**config.mk**
```make
export PLATFORM = sky130hd
export DESIGN_NAME = fix_pair_drain_ctrl
export DESIGN_NICKNAME = d
export VERILOG_FILES = /design/src/rtl/fix_parser_pkg.sv /design/src/rtl/fix_pair_classify.sv /design/src/rtl/fix_pair_drain_ctrl.sv
export SDC_FILE = /design/constraint.sdc
export NUM_CORES = 1
export LEC_CHECK = 0
export ABC_AREA = 1
export CAP_MARGIN = 20
export CORE_AREA = 10 10 229 231
export CTS_CLUSTER_DIAMETER = 80
export DETAILED_ROUTE_END_ITERATION = 16
export DIE_AREA = 0 0 239 241
export PLACE_DENSITY = 0.67
export SYNTH_ARGS = -nofsm -noshare
export SYNTH_HDL_FRONTEND = slang
export SYNTH_SLANG_ARGS = --single-unit
```
**constraint.sdc**
```tcl
create_clock -name clk -period 4.8 [get_ports clk]
set_input_delay 0.72 -clock clk [delete_from_list [all_inputs] [get_ports clk]]
set_output_delay 0.72 -clock clk [all_outputs]
set_load 0.02 [all_outputs]
```
**src/rtl/fix_parser_pkg.sv**
```systemverilog
// Shared constants and state encoding for the FIX pair drain sequencer.
package fix_parser_pkg;

  localparam logic [31:0] TAG_BEGIN    = 32'h0000_0038;  // "8"
  localparam logic [31:0] TAG_CHECKSUM = 32'h0000_3130;  // "10"

  localparam int DEF_TAG_W      = 32;
  localparam int DEF_VAL_W      = 256;
  localparam int DEF_RD_LATENCY = 1;
  localparam int DEF_FCNT_W     = 8;
  localparam int DEF_MCNT_W     = 16;

  typedef enum logic [2:0] {
    IDLE,
    POP,
    WAIT,
    CAP,
    PRESENT
  } drain_state_e;

endpackage

```
**src/rtl/fix_pair_classify.sv**
```systemverilog
// Combinational tag compare: flags message-begin and checksum (end) tags.
module fix_pair_classify
  import fix_parser_pkg::*;
#(
  parameter int TAG_W = DEF_TAG_W
) (
  input  logic [TAG_W-1:0] tag_i,
  output logic             is_begin_o,
  output logic             is_end_o
);

  assign is_begin_o = (tag_i == TAG_W'(TAG_BEGIN));
  assign is_end_o   = (tag_i == TAG_W'(TAG_CHECKSUM));

endmodule

```
**src/rtl/fix_pair_drain_ctrl.sv**
```systemverilog
// Pops tag/value FIFOs in lockstep, re-pairs them and presents each pair
// downstream with FIX framing flags, field/message counts and sticky errors.
module fix_pair_drain_ctrl
  import fix_parser_pkg::*;
#(
  parameter int TAG_W      = DEF_TAG_W,
  parameter int VAL_W      = DEF_VAL_W,
  parameter int RD_LATENCY = DEF_RD_LATENCY,
  parameter int FCNT_W     = DEF_FCNT_W,
  parameter int MCNT_W     = DEF_MCNT_W
) (
  input  logic              clk,
  input  logic              rst,
  input  logic              enable_i,
  input  logic              t_empty_i,
  input  logic [TAG_W-1:0]  t_data_i,
  output logic              t_rd_cs_o,
  output logic              t_rd_en_o,
  input  logic              v_empty_i,
  input  logic [VAL_W-1:0]  v_data_i,
  output logic              v_rd_cs_o,
  output logic              v_rd_en_o,
  output logic              pair_valid_o,
  input  logic              pair_ready_i,
  output logic [TAG_W-1:0]  pair_tag_o,
  output logic [VAL_W-1:0]  pair_value_o,
  output logic              sof_o,
  output logic              eom_o,
  output logic [FCNT_W-1:0] field_cnt_o,
  output logic [MCNT_W-1:0] msg_cnt_o,
  output logic              err_no_hdr_o,
  output logic              err_trunc_o,
  output logic              err_ovf_o,
  output logic              busy_o
);

  localparam int                WCNT_W    = 2;
  localparam logic [WCNT_W-1:0] WAIT_INIT = WCNT_W'(RD_LATENCY - 1);

  drain_state_e      state_q;
  logic [WCNT_W-1:0] wcnt_q;
  logic              in_msg_q;
  logic              rd_q;
  logic              valid_q;
  logic              sof_q;
  logic              eom_q;
  logic [TAG_W-1:0]  tag_q;
  logic [VAL_W-1:0]  value_q;
  logic [FCNT_W-1:0] fcnt_q;
  logic [MCNT_W-1:0] mcnt_q;
  logic              err_no_hdr_q;
  logic              err_trunc_q;
  logic              err_ovf_q;

  logic              is_begin;
  logic              is_end;
  logic              fcnt_full;

  // Classification works on the captured tag so CAP sees stable data.
  fix_pair_classify #(.TAG_W(TAG_W)) u_classify (
    .tag_i      (tag_q),
    .is_begin_o (is_begin),
    .is_end_o   (is_end)
  );

  assign fcnt_full = &fcnt_q;

  always_ff @(posedge clk or negedge rst) begin
    if (!rst) begin
      state_q      <= IDLE;
      wcnt_q       <= '0;
      in_msg_q     <= 1'b0;
      rd_q         <= 1'b0;
      valid_q      <= 1'b0;
      sof_q        <= 1'b0;
      eom_q        <= 1'b0;
      tag_q        <= '0;
      value_q      <= '0;
      fcnt_q       <= '0;
      mcnt_q       <= '0;
      err_no_hdr_q <= 1'b0;
      err_trunc_q  <= 1'b0;
      err_ovf_q    <= 1'b0;
    end else begin
      rd_q <= 1'b0;
      case (state_q)
        IDLE: begin
          if (enable_i && !t_empty_i && !v_empty_i) begin
            state_q <= POP;
            rd_q    <= 1'b1;
          end
        end
        POP: begin
          wcnt_q  <= WAIT_INIT;
          state_q <= WAIT;
        end
        WAIT: begin
          // Sample on the last wait cycle, when read data is valid.
          if (wcnt_q == '0) begin
            tag_q   <= t_data_i;
            value_q <= v_data_i;
            state_q <= CAP;
          end else begin
            wcnt_q <= wcnt_q - 1'b1;
          end
        end
        CAP: begin
          if (is_begin) begin
            sof_q       <= 1'b1;
            eom_q       <= 1'b0;
            err_trunc_q <= err_trunc_q | in_msg_q;
            in_msg_q    <= 1'b1;
            fcnt_q      <= FCNT_W'(1);
            valid_q     <= 1'b1;
            state_q     <= PRESENT;
          end else if (!in_msg_q) begin
            err_no_hdr_q <= 1'b1;
            state_q      <= IDLE;
          end else begin
            sof_q <= 1'b0;
            eom_q <= is_end;
            if (fcnt_full) err_ovf_q <= 1'b1;
            else           fcnt_q    <= fcnt_q + FCNT_W'(1);
            valid_q <= 1'b1;
            state_q <= PRESENT;
          end
        end
        PRESENT: begin
          if (pair_ready_i) begin
            valid_q <= 1'b0;
            state_q <= IDLE;
            if (eom_q) begin
              in_msg_q <= 1'b0;
              mcnt_q   <= mcnt_q + MCNT_W'(1);
            end
          end
        end
        default: state_q <= IDLE;
      endcase
    end
  end

  assign t_rd_cs_o    = rd_q;
  assign t_rd_en_o    = rd_q;
  assign v_rd_cs_o    = rd_q;
  assign v_rd_en_o    = rd_q;
  assign pair_valid_o = valid_q;
  assign pair_tag_o   = tag_q;
  assign pair_value_o = value_q;
  assign sof_o        = sof_q;
  assign eom_o        = eom_q;
  assign field_cnt_o  = fcnt_q;
  assign msg_cnt_o    = mcnt_q;
  assign err_no_hdr_o = err_no_hdr_q;
  assign err_trunc_o  = err_trunc_q;
  assign err_ovf_o    = err_ovf_q;
  assign busy_o       = (state_q != IDLE);

endmodule
```
==> key figures <==
Timing
  • Clock skew: roughly 0.017 ns
  • Fin. max-slew vios: 0
  • Maximum clock rate: 0.3273 GHz
  • RSZ-0062 raised after global routing: false
  • Hold Vio Cnt, Final: 0
  • Worst rel slew slack: 30.50%
  • Period utilisation layout: between 60% and 70%
  • Min Tclk post-route: between 3 and 4 ns
  • Setup TNS: 0 ns
  • Final setup fails: 0
  • Slew at the pin closest to its max-slew limit: 1.042 ns

Pwr
  • Sw Pwr: approximately 5600 µW
  • PwrDens: 718.8 nW/µm²
  • Sequential share of power: 32.1%
  • Clock power frac: between 10% and 20%
  • Leakage: 0.008736 µW
  • Worst vdd ir: ~0.63 mV
  • Combinational share of power: 49.9%
  • Sw Share: 37.51%
  • Internal power: between 9000 and 10000 µW

Clock network
  • H-tree levels: 2
  • Setup Buffers After CTS: 0
  • Clock latency on the worst-skew pair: 0.53 ns
  • TritonCTS clock tree: done
  • CTS Buf Count: 39
  • CTS clk-pin slew, worst paths: 0.06 ns
  • Cts repair resizes: 0
  • Clock Sinks: 325
  • CTS hold repair buffers: 0
  • Maximum buffer depth of the clock tree: 3
  • Root Driver: clkbuf_16

Cells and area
  • Footprint of the multi-input gates: 4373 µm²
  • Fraction of layout cells with a size suffix above 1: 8.704%
  • Register Area: 8133 µm²
  • Nets: 1874
  • Area grow syn2layout: 60.78%
  • Filler cells: 4414
  • Finished Core Util: a little over two fifths

Yosys
  • Primary FF master, synth: dfrtp_1
  • Yosys top cell by area: dfrtp_1
  • Syn_nets: 1249
  • Post-synthesis instance total: 952
  • Synth top area share: 62.70%
  • Syn avg cell area: ~14 µm²
  • EDFF count, synth: 0
  • Post-synthesis sequential area ratio: 62.70%
  • Area contributors post-synth: dfrtp_1 (63%), mux2_1 (18%), mux2_2 (5.8%), nand2_1 (3.0%), nor2_1 (1.9%)
  • Synth warnings: 0
  • #FFs+latches synth: 325
  • Synth unique cells: 34
  • Synth Cell Area: 12970 µm²
  • Ys async rst share: 100.0%

Drt
  • Drt total wl: 45980 µm
  • WL met1: 16580 µm
  • DR WL/cell: slightly above 20 µm
  • Vias/cell: 4.392
  • Metal2 WL: 23670 µm
  • Top Metal Used: met5
  • 1st-iter DRT viols: 387
  • Antenna viol nets, final: 0
  • DRC: 0
  • Iteration count of the initial detailed-routing pass: 4
  • WL met3: 4224 µm
  • Vias: 9733

Min path
  • Hold Crit Class: input pin to async pin

Floorplan
  • IO Pins: 617
  • Core region area: 47550 µm²
  • Initial Utilization: 27.28%
  • Row cnt: 80
  • Die Wd: 239 µm
  • Chip Height: 241 µm
  • Die area: roughly 58000 µm²

Setup path
  • Crit path kind: register to register
  • Critical Path Fanout Max: 88
  • Worst EP arrival: 3.46 ns
  • CP required: roughly 5.2 ns
  • CP Capture Type: register
  • Worst setup SP type: register

Placed design
  • RD Place Congestion: slightly above 0.8
  • Port Buffer Count: 616
  • Hpwl dp: 36340 µm

Global routing
  • First-pass GRT wire length: 66800 µm
  • Vias in the first global route: 10339
  • Grt ovf: 0
  • Initial antenna violation count: 6
  • Largest net degree at the start of global routing: 146
  • GRT Util Overall: 15.21%

Run status
  • Status: finished clean

Job
  • Max-cap check violation count: 0
cell usage after synthesis (all sizes together), types with 3 or more instances:
| master | instances |
|---|---|
| a21oi | 17 |
| buf | 35 |
| clkbuf | 3 |
| dfrtp | 325 |
| ha | 3 |
| inv | 45 |
| mux2 | 271 |
| nand2 | 104 |
| nand3 | 28 |
| nand4 | 7 |
| nor2 | 70 |
| nor3 | 10 |
| o21ai | 12 |
| xnor2 | 5 |
| xor2 | 10 |
kinds of logic after synthesis:
group                      Yosys count  synth area share [%]
buffers and inverters               83                 3.579
xor gates and xnor gates            15                 1.013
and+or+nand+nor                    221                 7.447
DFF                                325                 62.70
adders and majority gates            3                0.2894
muxes                              271                 23.53
AOI/OAI and AO/OA                   34                 1.437
sequential cells by signal, indices dropped and copies added, names as in the netlist:
name and count:
state_q 3, err_no_hdr_o 1, err_ovf_o 1, t_rd_cs_o 1
field_cnt_o 8, wcnt_q 2, in_msg_q 1, pair_tag_o 32
msg_cnt_o 16, err_trunc_o 1, eom_o 1, pair_valid_o 1
sof_o 1, pair_value_o 256
layer usage:
metal / up-vias / GRT usage (%)
met5: - / 0
met4: 4 / 6.000
met3: 81 / 6.000
met2: 368 / 26.98
met1: 4816 / 15.93
li1: 4464 / -
through the flow:
step	worst slack [ns]	cell area (µm²)	hold slack, ns	instances	total power (µW)
2_1_floorplan	3.118	12970	0.4244	952	8748
3_3_place_gp	1.772	19700	0.4400	2151	12280
3_5_place_dp	1.753	19700	0.4476	2151	12460
4_1_cts	1.735	20840	0.2854	2212	15260
5_1_grt	1.550	20850	0.2917	2216	15820
6_report	1.745	20850	0.2588	2216	14990
worst max-delay path, stage by stage, from the launching register on:
cell and delay, ns:
dfrtp_1 0.36, inv_1 0.05, ha_1 0.23, nand3_4 0.10, buf_4 0.75, buf_4 0.89
mux2_1 0.40
area by class of cell:
| class | instances | share of cell area [%] |
|---|---|---|
| Tap cell | 615 | 3.690 |
| Clock inverter | 6 | 0.1740 |
| Inverter | 45 | 0.8100 |
| Sequential cell | 325 | 39.00 |
| Multi-Input combinational cell | 544 | 20.97 |
| Clock buffer | 55 | 5.316 |
| Antenna cell | 4 | 0.04800 |
| Timing Repair Buffer | 622 | 29.99 |
final timing paths:
check	start	endpoint	slack [ns]	cells after the start
max	wcnt_q[0]$_DFFE_PN0P_	pair_value_o[12]$_DFFE_PN0P_	1.74	6
max reg2reg	wcnt_q[0]$_DFFE_PN0P_	pair_value_o[12]$_DFFE_PN0P_	1.74	6
min in group clk	err_ovf_o$_DFFE_PN0P_	err_ovf_o$_DFFE_PN0P_	0.46	1
min reg2reg	err_ovf_o$_DFFE_PN0P_	err_ovf_o$_DFFE_PN0P_	0.46	1
min	rst	pair_value_o[61]$_DFFE_PN0P_	0.26	1
max in group asynchronous	rst	pair_value_o[187]$_DFFE_PN0P_	3.43	2
power groups by stage:
| stage | clock [µW] | sequential, µW | combinational, µW |
|---|---|---|---|
| finish | 2700 | 4810 | 7480 |
| global route | 2910 | 4990 | 7930 |
| CTS | 2800 | 4830 | 7630 |
| detailed placement | 0 | 4860 | 7600 |
| global placement | 0 | 4790 | 7490 |
| floorplan | 0 | 6330 | 2410 |
cell usage in the layout (no fill, tap or decap), types with 2 or more instances in the layout:
cell / count
ha_1: 3
nand2_1: 102
buf_12: 3
dfrtp_1: 325
clkbuf_1: 11
clkdlybuf4s50_1: 615
nand3_1: 26
inv_2: 2
mux2_1: 204
clkbuf_16: 41
mux2_2: 67
diode_2: 4
buf_4: 3
nor2_1: 65
o21ai_0: 11
clkbuf_8: 3
clkinv_2: 5
xor2_1: 10
nor2_2: 3
nand4_1: 7
xnor2_1: 5
o21bai_1: 2
a21oi_1: 17
inv_1: 43
nor3_1: 9
No activity file was read; power rests on OpenSTA's default activity.
==> RTL edit 1: new RTL, same settings <==
Set the localparam `WCNT_W` to 4 (it was 2).
--- a/src/rtl/fix_pair_drain_ctrl.sv
+++ b/src/rtl/fix_pair_drain_ctrl.sv
@@ -34,7 +34,7 @@
   output logic              busy_o
 );
 
-  localparam int                WCNT_W    = 2;
+  localparam int                WCNT_W    = 4;
   localparam logic [WCNT_W-1:0] WAIT_INIT = WCNT_W'(RD_LATENCY - 1);
 
   drain_state_e      state_q;
Formal check against the unedited RTL: same outputs for any inputs over 4 cycles, from zero or initial values and one cycle with rst low; that may be too few to reach the edited logic, so the function may still have changed.
==> RTL edit 1 against the original RTL <==
  * Area after synthesis increased by 6.5%
  * Synthesized cell count rose by 0.95%
  * Critical path type unchanged
  * Sequential cell count up 2
  * Largest power group unchanged
  * Worst setup slack worse by 27 ps
  * Design area increased by 4.7%
  * Power up 9.5%
  * Sequential power grew 2%
  * Routed wire length grew 4.8%
==> RTL edit 1: results <==
{
  "grt_pass1_vias": 10713,
  "power_w": 0.0164,
  "yosys.area_share.adder": 0.00272,
  "ys_ff_latch": 327,
  "grt_util_met2": 0.275,
  "synth_compound_area_frac": 0.0136,
  "preCtsSetupSlack_ps": 1680,
  "grt_max_degree": 112,
  "tightest_slew_ps": 976,
  "seq_area_um2": 8180,
  "clock_cell_area_share": 0.0606,
  "postSynthCellCount": 961,
  "synth_top_cells_by_count": "dfrtp_1, mux2_4, nand2_1, nor2_1, mux2_2",
  "synthDistinctLibCells": 31,
  "arrival_ps": 3500,
  "fin_worst_skew_ps": 14.8,
  "grt_antenna_before_repair": 5,
  "place.gp.congestion": 0.821,
  "buf_share": 0.287,
  "place_area_um2": 20500,
  "grt_pass1_wl_mm": 70.3,
  "nNonClkBuffers": 621,
  "crit_fanout": 84,
  "syn_nets": 1258,
  "inverters_excl_clock": 54,
  "seq_area_frac_synth": 0.592,
  "slowest_delay_ps": 630,
  "status": "finished, final reports clean",
  "synthMuxAreaShare": 0.275,
  "drive_gt1_frac": 0.205,
  "seq_power_share": 0.298,
  "met1Wirelength_mm": 17.6,
  "multi_input_area_um2": 5100,
  "dr_wl_met3_mm": 5.35,
  "synth_xor_area_frac": 0.00951,
  "final_nets": 1882,
  "num_vias": 9817,
  "netlist_top_cells_area": "dfrtp_1, mux2_4, mux2_2",
  "wl_met2_mm": 23.8,
  "use_met1": 0.172,
  "wl_per_cell_um": 21.6,
  "drt-initial-drc-count": 433
}
-- RTL edit 1: changes by cell type in the layout (fill, tap and decap cells not counted), moves of 3 or more --
cell	change
mux2_2	-11
inv_1	+9
mux2_1	-189
nand4_1	+5
mux2_4	+200
xor2_1	-3
clkbuf_1	-4
xnor2_1	+3
bufinv_16	+6
-- RTL edit 1: path summary, 6_finish.rpt --
check                                      start                            end  slack [ps]  cells past startpoint
setup reg to reg           wcnt_q[0]$_DFFE_PN0P_  pair_value_o[204]$_DFFE_PN0P_        1720                      7
hold / removal                               rst   pair_value_o[80]$_DFFE_PN0P_         270                      1
setup / recovery           wcnt_q[0]$_DFFE_PN0P_  pair_value_o[204]$_DFFE_PN0P_        1720                      7
max in group asynchronous                    rst  pair_value_o[122]$_DFFE_PN0P_        3350                      2
min in group clk           err_ovf_o$_DFFE_PN0P_          err_ovf_o$_DFFE_PN0P_         460                      1
hold reg to reg            err_ovf_o$_DFFE_PN0P_          err_ovf_o$_DFFE_PN0P_         460                      1
==> RTL edit 2: new RTL, same flow settings <==
Made on the original files. Re-encode `drain_state_e` (5 states) as one-hot, 5 bits wide.
--- a/src/rtl/fix_parser_pkg.sv
+++ b/src/rtl/fix_parser_pkg.sv
@@ -10,12 +10,12 @@
   localparam int DEF_FCNT_W     = 8;
   localparam int DEF_MCNT_W     = 16;
 
-  typedef enum logic [2:0] {
-    IDLE,
-    POP,
-    WAIT,
-    CAP,
-    PRESENT
+  typedef enum logic [4:0] {
+    IDLE    = 5'b00001,
+    POP     = 5'b00010,
+    WAIT    = 5'b00100,
+    CAP     = 5'b01000,
+    PRESENT = 5'b10000
   } drain_state_e;
 
 endpackage
Behaviour: same outputs for any inputs over 4 cycles, from zero or initial values and one cycle with rst low; so few cycles prove little.
==> RTL edit 2 against the original RTL <==
  * Power is 12% lower
  * Clock power is 7% higher
  * Routed wire length is 19% higher
  * Sequential share of layout area is 0.50 points lower
  * Sequential cell count is 2 higher
  * Worst setup slack better by 200 ps
  * Area after synthesis is 3.3% higher
  * Fmax is 7.0% higher
  * Design area is 1.9% higher
  * Non-clock buffer count is 7 higher
  * Critical path type unchanged
  * Critical endpoint is now pair_value_o[224]$_DFFE_PN0P_
==> RTL edit 2: results <==
{
  "status": "finished, final reports clean",
  "p_leak_nw": 8.75,
  "drt_wl_total_mm": 54.7,
  "place_hpwl_mm": 40.6,
  "place_area_um2": 20000,
  "grt_pass1_vias": 12856,
  "drt_pass1_iterations": 5,
  "fin_worst_skew_ps": 16.1,
  "placed_cells": 2669,
  "slew_headroom": 0.285,
  "drive_gt1_frac": 0.0372,
  "via_per_inst": 4.60,
  "final_nets": 2392,
  "track_usage": 0.181,
  "crit_fanout": 154,
  "synth_xor_area_frac": 0.0111,
  "drt-initial-drc-count": 655,
  "synthDistinctLibCells": 29,
  "wl_per_cell_um": 20.0,
  "netlist_top_cells_area": "dfrtp_1, nand2_1, o21ai_0",
  "setup.worst_path.start": "state_q[3]$_DFFE_PN0P_",
  "arrival_ps": 3340,
  "syn_nets": 1818,
  "synth_compound_area_frac": 0.112,
  "grt_pass1_wl_mm": 80.4,
  "irDropWorstVdd_v": 0.000351,
  "slowest_stage": "nor2_4"
}
[RTL edit 2: worst min path at each step]
stage	to	slack [ps]	cells past startpoint
after global routing	pair_value_o[120]$_DFFE_PN0P_	300	1
after detailed placement	err_no_hdr_o$_DFFE_PN0P_	450	2
after floorplan	eom_o$_DFFE_PN0P_	420	0
after global placement	err_no_hdr_o$_DFFE_PN0P_	460	2
final	pair_value_o[120]$_DFFE_PN0P_	200	1
after CTS	pair_value_o[120]$_DFFE_PN0P_	280	1
[RTL edit 2: layout make-up]
| cell class | instances | area [um^2] |
|---|---|---|
| fill | 4573 | 26300 |
| sequential | 327 | 8180 |
| timing repair buffer | 629 | 6330 |
| multi-input combinational | 1044 | 4530 |
| clock buffer | 57 | 1140 |
| tap | 615 | 769 |
| inverter | 54 | 208 |
| clock inverter | 12 | 91.3 |
| antenna | 3 | 7.51 |
[RTL edit 2: through the flow]
step           hold WS, ps  setup WS [ps]
5_1_grt                300           1610
4_1_cts                282           1810
6_report               196           1950
3_5_place_dp           452           1840
3_3_place_gp           457           1870
2_1_floorplan          424           3080
[RTL edit 2: logic make-up (layout without fill, tap and decap cells)]
kind of cell               Yosys count  in the layout
and+or+nand+nor                    727            727
other                                0              3
xor gates and xnor gates            17             17
AOI/OAI and AO/OA                  297            297
adders and majority gates            3              3
DFF                                327            327
buffers and inverters              150            752
[RTL edit 2: power breakdown]
group | internal, W | switching [W]
logic | 0.00258 | 0.00315
clock network | 0.00169 | 0.00119
registers | 0.00393 | 0.000611
total | 0.00820 | 0.00495
[RTL edit 2: critical path: cells and delay by family, from the launching register on]
family,cells,cell delay [ps]
simple gates,5,1840
buf+inv,1,500
flops,1,400
[RTL edit 2: routing by layer]
layer,up-vias,wire length (um),track usage
li1,5992,-,-
met1,6025,20800,0.203
met2,499,25900,0.296
met3,86,6200,0.0810
met4,0,1830,0.0710
met5,-,0,0
